`src/rtl/button_debounce_fsm_pkg.sv`:
```
// Shared debounce definitions: FSM state encodings and default stability length.
package debounce_pkg;

  typedef enum logic [1:0] {
    REL    = 2'd0,
    WAIT_P = 2'd1,
    PRS    = 2'd2,
    WAIT_R = 2'd3
  } state_t;

  localparam int unsigned DEFAULT_STABLE_TICKS = 4;

endpackage

```
`src/rtl/button_debounce_fsm_if.sv`:
```
// Button debounce bus: tick/raw inputs toward the FSM, debounced results back.
interface button_debounce_fsm_if #(
  parameter int unsigned CNT_W = 8
);

  logic             sample_tick;
  logic             btn_raw;
  logic             btn_level;
  logic             btn_press;
  logic             btn_release;
  logic [CNT_W-1:0] press_count;

  modport master (
    output sample_tick,
    output btn_raw,
    input  btn_level,
    input  btn_press,
    input  btn_release,
    input  press_count
  );

  modport slave (
    input  sample_tick,
    input  btn_raw,
    output btn_level,
    output btn_press,
    output btn_release,
    output press_count
  );

endinterface

```
`src/rtl/button_debounce_fsm_sync_2ff.sv`:
```
// Two-flop synchronizer for asynchronous pin inputs; reset value is selectable
// so each pin can come out of reset at its idle level.
module sync_2ff #(
  parameter logic RST_VAL = 1'b0
) (
  input  logic clk,
  input  logic rst_a,
  input  logic d,
  output logic q
);

  logic meta_q;
  logic sync_q;

  // Metastability filter: two back-to-back flops.
  always_ff @(posedge clk or negedge rst_a) begin
    if (!rst_a) begin
      meta_q <= RST_VAL;
      sync_q <= RST_VAL;
    end else begin
      meta_q <= d;
      sync_q <= meta_q;
    end
  end

  assign q = sync_q;

endmodule

```
`src/rtl/button_debounce_fsm.sv`:
```
// Debounce FSM: samples the synchronized button on tick strobes and commits a
// new level after STABLE_TICKS consecutive disagreeing ticks.
module button_debounce_fsm
  import debounce_pkg::*;
#(
  parameter int unsigned STABLE_TICKS = DEFAULT_STABLE_TICKS,
  parameter bit          ACTIVE_LOW   = 1'b1,
  parameter int unsigned CNT_W        = 8
) (
  input  logic                  clk,
  input  logic                  rst_a,
  button_debounce_fsm_if.slave  bus
);

  localparam logic             RAW_IDLE = ACTIVE_LOW ? 1'b1 : 1'b0;
  localparam logic [3:0]       LAST_CNT = 4'(STABLE_TICKS - 1);
  localparam logic [CNT_W-1:0] CNT_ONE  = CNT_W'(1);

  logic raw_sync;
  logic btn_s;

  state_t           state_q, state_d;
  logic [3:0]       cnt_q, cnt_d;
  logic             level_q, level_d;
  logic             press_q, press_d;
  logic             release_q, release_d;
  logic [CNT_W-1:0] count_q, count_d;

  sync_2ff #(
    .RST_VAL (RAW_IDLE)
  ) u_sync (
    .clk   (clk),
    .rst_a (rst_a),
    .d     (bus.btn_raw),
    .q     (raw_sync)
  );

  assign btn_s = ACTIVE_LOW ? ~raw_sync : raw_sync;

  // State, tick counter and registered outputs.
  always_ff @(posedge clk or negedge rst_a) begin
    if (!rst_a) begin
      state_q   <= REL;
      cnt_q     <= '0;
      level_q   <= 1'b0;
      press_q   <= 1'b0;
      release_q <= 1'b0;
      count_q   <= '0;
    end else begin
      state_q   <= state_d;
      cnt_q     <= cnt_d;
      level_q   <= level_d;
      press_q   <= press_d;
      release_q <= release_d;
      count_q   <= count_d;
    end
  end

  // Next-state and commit decisions; everything holds on non-tick cycles.
  always_comb begin
    state_d   = state_q;
    cnt_d     = cnt_q;
    level_d   = level_q;
    press_d   = 1'b0;
    release_d = 1'b0;
    count_d   = count_q;
    if (bus.sample_tick) begin
      unique case (state_q)
        REL: begin
          if (btn_s) begin
            if (STABLE_TICKS == 1) begin
              state_d = PRS;
              cnt_d   = '0;
              level_d = 1'b1;
              press_d = 1'b1;
              count_d = count_q + CNT_ONE;
            end else begin
              state_d = WAIT_P;
              cnt_d   = 4'd1;
            end
          end
        end
        WAIT_P: begin
          if (btn_s) begin
            if (cnt_q == LAST_CNT) begin
              state_d = PRS;
              cnt_d   = '0;
              level_d = 1'b1;
              press_d = 1'b1;
              count_d = count_q + CNT_ONE;
            end else begin
              cnt_d = cnt_q + 4'd1;
            end
          end else begin
            state_d = REL;
            cnt_d   = '0;
          end
        end
        PRS: begin
          if (!btn_s) begin
            if (STABLE_TICKS == 1) begin
              state_d   = REL;
              cnt_d     = '0;
              level_d   = 1'b0;
              release_d = 1'b1;
            end else begin
              state_d = WAIT_R;
              cnt_d   = 4'd1;
            end
          end
        end
        WAIT_R: begin
          if (!btn_s) begin
            if (cnt_q == LAST_CNT) begin
              state_d   = REL;
              cnt_d     = '0;
              level_d   = 1'b0;
              release_d = 1'b1;
            end else begin
              cnt_d = cnt_q + 4'd1;
            end
          end else begin
            state_d = PRS;
            cnt_d   = '0;
          end
        end
        default: begin
          state_d = REL;
          cnt_d   = '0;
        end
      endcase
    end
  end

  assign bus.btn_level   = level_q;
  assign bus.btn_press   = press_q;
  assign bus.btn_release = release_q;
  assign bus.press_count = count_q;

endmodule

```
`src/flat_wrapper.sv`:
```
// flat-port wrapper written by rule: the top's interface ports become plain ports
module button_debounce_fsm_flat import debounce_pkg::*;
#(
  parameter int unsigned STABLE_TICKS = DEFAULT_STABLE_TICKS,
  parameter bit          ACTIVE_LOW   = 1'b1,
  parameter int unsigned CNT_W        = 8
)
  (clk, rst_a, bus_sample_tick, bus_btn_raw, bus_btn_level, bus_btn_press, bus_btn_release, bus_press_count);
  button_debounce_fsm_if #(.CNT_W(CNT_W)) bus_i ();
  input  logic clk;
  input  logic rst_a;
  input wire logic [$bits(bus_i.sample_tick)-1:0] bus_sample_tick;
  input wire logic [$bits(bus_i.btn_raw)-1:0] bus_btn_raw;
  output wire logic [$bits(bus_i.btn_level)-1:0] bus_btn_level;
  output wire logic [$bits(bus_i.btn_press)-1:0] bus_btn_press;
  output wire logic [$bits(bus_i.btn_release)-1:0] bus_btn_release;
  output wire logic [$bits(bus_i.press_count)-1:0] bus_press_count;
  assign bus_i.sample_tick = bus_sample_tick;
  assign bus_i.btn_raw = bus_btn_raw;
  assign bus_btn_level = bus_i.btn_level;
  assign bus_btn_press = bus_i.btn_press;
  assign bus_btn_release = bus_i.btn_release;
  assign bus_press_count = bus_i.press_count;
  button_debounce_fsm #(.STABLE_TICKS(STABLE_TICKS), .ACTIVE_LOW(ACTIVE_LOW), .CNT_W(CNT_W)) u_core (.clk(clk), .rst_a(rst_a), .bus(bus_i));
endmodule
```
`config.mk`:
```
export PLATFORM = sky130hd
export DESIGN_NAME = button_debounce_fsm_flat
export DESIGN_NICKNAME = d
export VERILOG_FILES = /design/src/rtl/button_debounce_fsm_pkg.sv /design/src/rtl/button_debounce_fsm_if.sv /design/src/rtl/button_debounce_fsm_sync_2ff.sv /design/src/rtl/button_debounce_fsm.sv /design/src/flat_wrapper.sv
export SDC_FILE = /design/constraint.sdc
export NUM_CORES = 1
export LEC_CHECK = 0
export ABC_AREA = 0
export ABC_CLOCK_PERIOD_IN_PS = 1600
export BUFFER_PORTS_ARGS = -buffer_cell sky130_fd_sc_hd__buf_2
export CORE_ASPECT_RATIO = 1.4
export CORE_MARGIN = 8
export CORE_UTILIZATION = 48
export CTS_CLUSTER_SIZE = 14
export DETAILED_ROUTE_END_ITERATION = 16
export PLACE_DENSITY = 0.81
export SYNTH_ARGS = -nofsm -noshare
export SYNTH_HDL_FRONTEND = slang
export SYNTH_HIERARCHICAL = 1
export SYNTH_SLANG_ARGS = --single-unit
```
`constraint.sdc`:
```
create_clock -name clk -period 1.6 [get_ports clk]
set_clock_uncertainty 0.1 [all_clocks]
set_input_delay 0.24 -clock clk [delete_from_list [all_inputs] [get_ports clk]]
set_output_delay 0.24 -clock clk [all_outputs]
set_load 0.02 [all_outputs]
```
==> results of run 1 <==
==> cell families (layout without fill, tap and decap cells) <==
group           after synthesis  after routing
compound gates               11             11
xor+xnor                      8              8
fa+ha+maj                     2              2
buf+inv                       9             39
flops                        19             19
mux                           3              3
simple gates                 22             22
==> final cells by class <==
class                   instances  area share, %
well taps                      20          2.105
inverters                       5          1.579
flip-flops and latches         19          40.21
clock buffers                   4          2.211
multi-input cells              46          36.53
repair buffers                 30          17.37
==> routing by layer <==
layer	track usage (%)	routed length [µm]	up-vias
li1	-	-	326
met1	12.24	746	346
met2	21.76	1112	12
met3	2.637	40	6
met4	9.416	50	0
met5	0	0	-
==> worst register-to-register path, cell delays in order (launching register included) <==
cell and delay, ns:
dfrtp_1 0.37, ha_2 0.18, or3b_4 0.46, nor2_4 0.14, mux2_4 0.31
==> worst paths after layout <==
check                                                from  slack, ns  depth (start not counted)                               endpoint
min in group asynchronous                           rst_a       0.32                          2  u_core/bus.press_count[1]$_DFFE_PN0P_
max in group asynchronous                           rst_a       0.76                          2              u_core/u_sync/q$_DFF_PN1_
setup / recovery              u_core/cnt_q[1]$_DFFE_PN0P_      -0.07                          4  u_core/bus.press_count[1]$_DFFE_PN0P_
setup reg to reg              u_core/cnt_q[1]$_DFFE_PN0P_      -0.07                          4  u_core/bus.press_count[1]$_DFFE_PN0P_
hold reg to reg            u_core/u_sync/meta_q$_DFF_PN1_       0.26                          0              u_core/u_sync/q$_DFF_PN1_
hold / removal                            bus_sample_tick       0.21                          3          u_core/state_q[0]$_DFFE_PN0P_
==> through the flow <==
step / util, % / power [W] / TNS (ns)
CTS: 63.29 / 0.001209 / -0.02313
floorplan: - / 0.0007999 / -0.1364
finish: 66.81 / 0.001249 / -0.1779
global route: 66.81 / 0.001320 / -0.7344
global placement: 59.92 / 0.0009251 / -0.4849
detailed placement: 59.92 / 0.0009516 / -0.8459
==> registers in the layout, indices dropped and copies added, names as in the netlist, named ones only <==
signal and count:
u_core/bus.press_count 8, u_core/cnt_q 4, u_core/bus.btn_level 1, u_core/bus.btn_press 1
u_core/bus.btn_release 1, u_core/state_q 1, u_core/u_sync/meta_q 1, u_core/u_sync/q 1
==> cell usage in the layout (no fill, tap or decap), types with 2 or more instances in the layout <==
master	instances
dfrtp_1	17
buf_2	14
buf_4	11
xor2_1	6
inv_1	5
nand3_1	4
clkbuf_4	3
nor4_4	3
buf_6	3
dlygate4sd3_1	2
and3_4	2
nand4_1	2
xnor2_1	2
o21ai_0	2
a32o_1	2
nor3_2	2
dfstp_2	2
==> power groups by stage <==
stage / logic, W / registers [W] / clock network [W]
CTS: 0.000390 / 0.000577 / 0.000242
global route: 0.000474 / 0.000589 / 0.000257
finish: 0.000436 / 0.000579 / 0.000235
detailed placement: 0.000365 / 0.000586 / 0
global placement: 0.000343 / 0.000582 / 0
floorplan: 0.000193 / 0.000607 / 0
==> repair_timing <==
| item | 4_1_cts | 5_1_grt |
|---|---|---|
| buffers inserted | 1 | 2 |
| gates resized for setup | 2 | 10 |
| pin swaps | 2 | 4 |
| endpoints found under the hold margin | 18 | 0 |
| hold buffers | 2 | 0 |
| endpoints found under the setup margin | 10 | 12 |
==> impl_metrics.ini, run 1 <==
[final_layout]
syn_to_final_growth_pct = 31.03
seqCellArea_um2 = 478.0
multi_input_area_um2 = 434.2
nets = 111
n_antenna_cell = 0
finalNonFillerCells = 124
design_area_um2 = 1189
drive_gt1_share_pct = 44.23
nFillCells = 140

[worst_setup_path]
arrival_ns = 1.76
path_cells = ha_2 -> or3b_4 -> nor2_4 -> mux2_4
worstPathRequired_ns = 1.69
worst-path-max-fanout = 7
start_kind = flip-flop
critPathBufInv = 0
critPathMaxStageDelay_ns = 0.46
end_kind = flip-flop
critPathTopFamily = simple AND/OR/NAND/NOR gates
crit_slowest_cell = or3b_4
crit_type = reg2reg

[drt]
postRouteAntennaNets = 0
remaining_drc_errors = 0
drtIter0Drc = 19
drt_first_pass_iters = 4
vias = 690
wl_per_cell_um = 15.72
via_per_inst = 5.565
routed_wl_um = 1949

[timing]
rsz0062_at_grt = true
setup_viol = 4
min_period_ns = 1.668
fin_ws_ns = -0.06779
worst_pin_slew_ns = 0.4070
hold_violations = 0
min_period_over_period_pct = 104.2
slew_headroom_pct = 72.86
slew_violations = 0
holdWs_ns = 0.2061
fmax_mhz = 599.6

[power_and_ir_drop]
power_density_nw_per_um2 = 1051
power.leakage_nw = 0.5964
p_seq_share_pct = 46.3
switchingPower_w = 0.0003984
swShare_pct = 31.90
combPwrFrac_pct = 34.9
clockPowerShare_pct = 18.8
ir_worst_vdd_mv = 0.8676
intPower_w = 0.0008508

[synthesis]
ys_seq_elements = 19
synth-xor-area-share_pct = 7.724
synth-main-ff-cell = dfrtp_1
synthCells = 74
synthArstFlopShare_pct = 100.0
syn-cell-area_um2 = 907.1
yosys.cell_types.count = 32
synth_compound_area_share_pct = 8.690
yosys.area_share.simple_pct = 19.72
ys_seq_area_share_pct = 52.69
synth_edf_count = 0
synth_top_family_by_area = simple AND/OR/NAND/NOR gates
ys_warn_count = 6
synth_common_cells = 17 x dfrtp_1, 6 x xor2_1, 5 x inv_1
muxShareOfSynthArea_pct = 3.586
synth.area.top_cells = dfrtp_1 47%, dfstp_2 5.8%, xor2_1 5.8%, nor4_4 4.7%, ha_1 2.8%
yosysMostFrequentCell = dfrtp_1
syn_avg_cell_area_um2 = 12.26
synth_fa_ha_area_share_pct = 2.759
post-synth-top-area-cell = dfrtp_1
synth.top_cell.area_share_pct = 46.90
synth_nets = 80

[global_route]
grt_overflow = 0
antenna_found_initial = 0
grt_pass1_vias = 789
grt_pass1_wl_um = 3353
grt_use_total_pct = 12.43
grt_max_degree = 20

[die]
start_util_pct = 50.98
dieArea_um2 = 3557
die_h_um = 67.44
core.rowCount = 18
coreArea_um2 = 1779
die_w_um = 52.74
io_pins = 15

[clock_network]
insertion_delay_ns = 0.29
htreeDepth = 1
cts.sinks = 19
cts_made_buffers = 3
path_clk_slew_ns = 0.10
cts-root-buf = clkbuf_4
cts_tree = yes
clockBufferDepth = 2

[status]
violations = setup timing
status = finished, violations left

[job]
cap_violations = 0

[worst_hold_path]
hp-class = in2reg

[placement]
io_buffers = 14
placed_cell_area_um2 = 1066
routabilityCongestion = 0.9087
hpwl_um = 1344
placedCellCount = 115
pre_cts_ws_ns = -0.1404
Power figures use the tool's default switching activity.
==> inputs of run 2 (changes only) <==
--- a/config.mk
+++ b/config.mk
@@ -10,10 +10,11 @@
 export BUFFER_PORTS_ARGS = -buffer_cell sky130_fd_sc_hd__buf_2
 export CORE_ASPECT_RATIO = 1.4
 export CORE_MARGIN = 8
-export CORE_UTILIZATION = 48
+export CORE_UTILIZATION = 45
 export CTS_CLUSTER_SIZE = 14
 export DETAILED_ROUTE_END_ITERATION = 16
-export PLACE_DENSITY = 0.81
+export MAX_ROUTING_LAYER = met4
+export PLACE_DENSITY = 0.78
 export SYNTH_ARGS = -nofsm -noshare
 export SYNTH_HDL_FRONTEND = slang
 export SYNTH_HIERARCHICAL = 1
==> impl_metrics.ini, run 2 (synthesized netlist as in run 1, its figures left out) <==
[status]
status = finished, violations left
violations = setup timing

[timing]
hold_violations = 0
min_period_ns = 1.624
slew_violations = 0
worst_pin_slew_ns = 0.4182
fmax_mhz = 615.9
min_period_over_period_pct = 101.5
slew_headroom_pct = 72.12
setup_viol = 3
rsz0062_at_grt = true
fin_ws_ns = -0.02366
tns_ns = -0.05490

[clock_network]
cts_made_buffers = 3
clockBufferDepth = 2
cts.sinks = 19
cts-root-buf = clkbuf_4
path_clk_slew_ns = 0.10
htreeDepth = 1
insertion_delay_ns = 0.28
cts_tree = yes

[final_layout]
layout_common_cells = 17 x dfrtp_1, 14 x buf_2, 13 x buf_4, 6 x xor2_1, 5 x inv_1
n_antenna_cell = 0
drive_gt1_share_pct = 41.35
nFillCells = 147
design_area_um2 = 1161
largest_reg_flops = 8
final_core_util_pct = 60.30
syn_to_final_growth_pct = 28.00
nets = 111
mostFrequentLayoutCell = dfrtp_1

[drt]
postRouteAntennaNets = 0
remaining_drc_errors = 0
via_per_inst = 5.344
routed_wl_um = 1723
wl_per_cell_um = 13.78
vias = 668
drt_first_pass_iters = 4
drtIter0Drc = 23

[placement]
placed_cell_area_um2 = 1075
routabilityCongestion = 0.7843
pre_cts_ws_ns = -0.1191
hpwl_um = 1222
io_buffers = 14

[power_and_ir_drop]
swShare_pct = 31.01
p_total_w = 0.001220
p_seq_share_pct = 47.3
intPower_w = 0.0008420
clockPowerShare_pct = 19.0
combPwrFrac_pct = 33.7
power.leakage_nw = 0.5991
ir_worst_vdd_mv = 0.7262
switchingPower_w = 0.0003784
power_density_nw_per_um2 = 1051

[die]
start_util_pct = 47.11
die_w_um = 53.95
dieArea_um2 = 3729
die_h_um = 69.13
coreArea_um2 = 1926
io_pins = 15
core.rowCount = 19

[global_route]
grt_use_total_pct = 10.54
grt_pass1_wl_um = 3111
grt_max_degree = 20
grt_overflow = 0
antenna_found_initial = 0
grt_pass1_vias = 737

[worst_setup_path]
arrival_ns = 1.74
worstPathRequired_ns = 1.71
crit_type = reg2reg
r2r-start = u_core/cnt_q[0]$_DFFE_PN0P_
worst-path-max-fanout = 7
start_kind = flip-flop
end_kind = flip-flop
startpoint = u_core/cnt_q[0]$_DFFE_PN0P_

[job]
cap_violations = 0

[worst_hold_path]
hp-class = in2reg
hold_path.startpoint = bus_sample_tick
run 2: through the flow:
step,hold slack (ns),cells
after floorplan,-0.1556,74
after global placement,0.08931,117
after detailed placement,0.09600,117
after CTS,0.2057,123
after global routing,0.2363,125
final,0.2235,125
run 2: worst max-delay path, stage by stage, from the launching register on:
cell and delay (ns):
dfrtp_1 0.37, ha_2 0.17, or3b_4 0.44, buf_4 0.17, nor4_4 0.14, xor2_1 0.17
run 2: power by group through the flow:
stage | logic, W | clock network (W) | registers (W)
CTS | 0.000380 | 0.000243 | 0.000577
detailed placement | 0.000361 | 0 | 0.000586
finish | 0.000411 | 0.000231 | 0.000578
global placement | 0.000356 | 0 | 0.000585
global route | 0.000460 | 0.000257 | 0.000584
floorplan | 0.000193 | 0 | 0.000607
run 2: cell type report:
class                           count  area [µm²]  area share (%)
Clock buffer                        4       26.28           2.263
Inverter                            5       18.77           1.616
Multi-Input combinational cell     46       412.9           35.56
Sequential cell                    19       478.0           41.16
Tap cell                           21       26.28           2.263
Timing Repair Buffer               30       198.9           17.13
run 2: metal layers:
layer	part of all wire, %	vias to the layer above	wire [µm]	global-route usage [%]
li1	-	324	-	-
met1	42	333	721	11.83
met2	54	9	935	17.34
met3	2.8	2	48	1.717
met4	1.1	0	19	4.507
met5	0	-	0	-
run 2: path summary, 6_finish.rpt:
path                                                          to  slack, ns  cells past startpoint
max                        u_core/bus.press_count[6]$_DFFE_PN0P_      -0.02                      5
max reg2reg                u_core/bus.press_count[6]$_DFFE_PN0P_      -0.02                      5
max in group asynchronous              u_core/u_sync/q$_DFF_PN1_       0.77                      2
min                                u_core/state_q[0]$_DFFE_PN0P_       0.22                      3
min in group asynchronous  u_core/bus.press_count[7]$_DFFE_PN0P_       0.30                      2
min reg2reg                            u_core/u_sync/q$_DFF_PN1_       0.26                      0
run 2: repair_timing:
action / CTS / global route
pin swaps: 3 / 2
buffers inserted: 0 / 2
setup endpoints to repair: 10 / 10
resized for setup: 3 / 3
hold buffers: 2 / 0
hold endpoints to repair: 18 / 0
cloned: 0 / 0
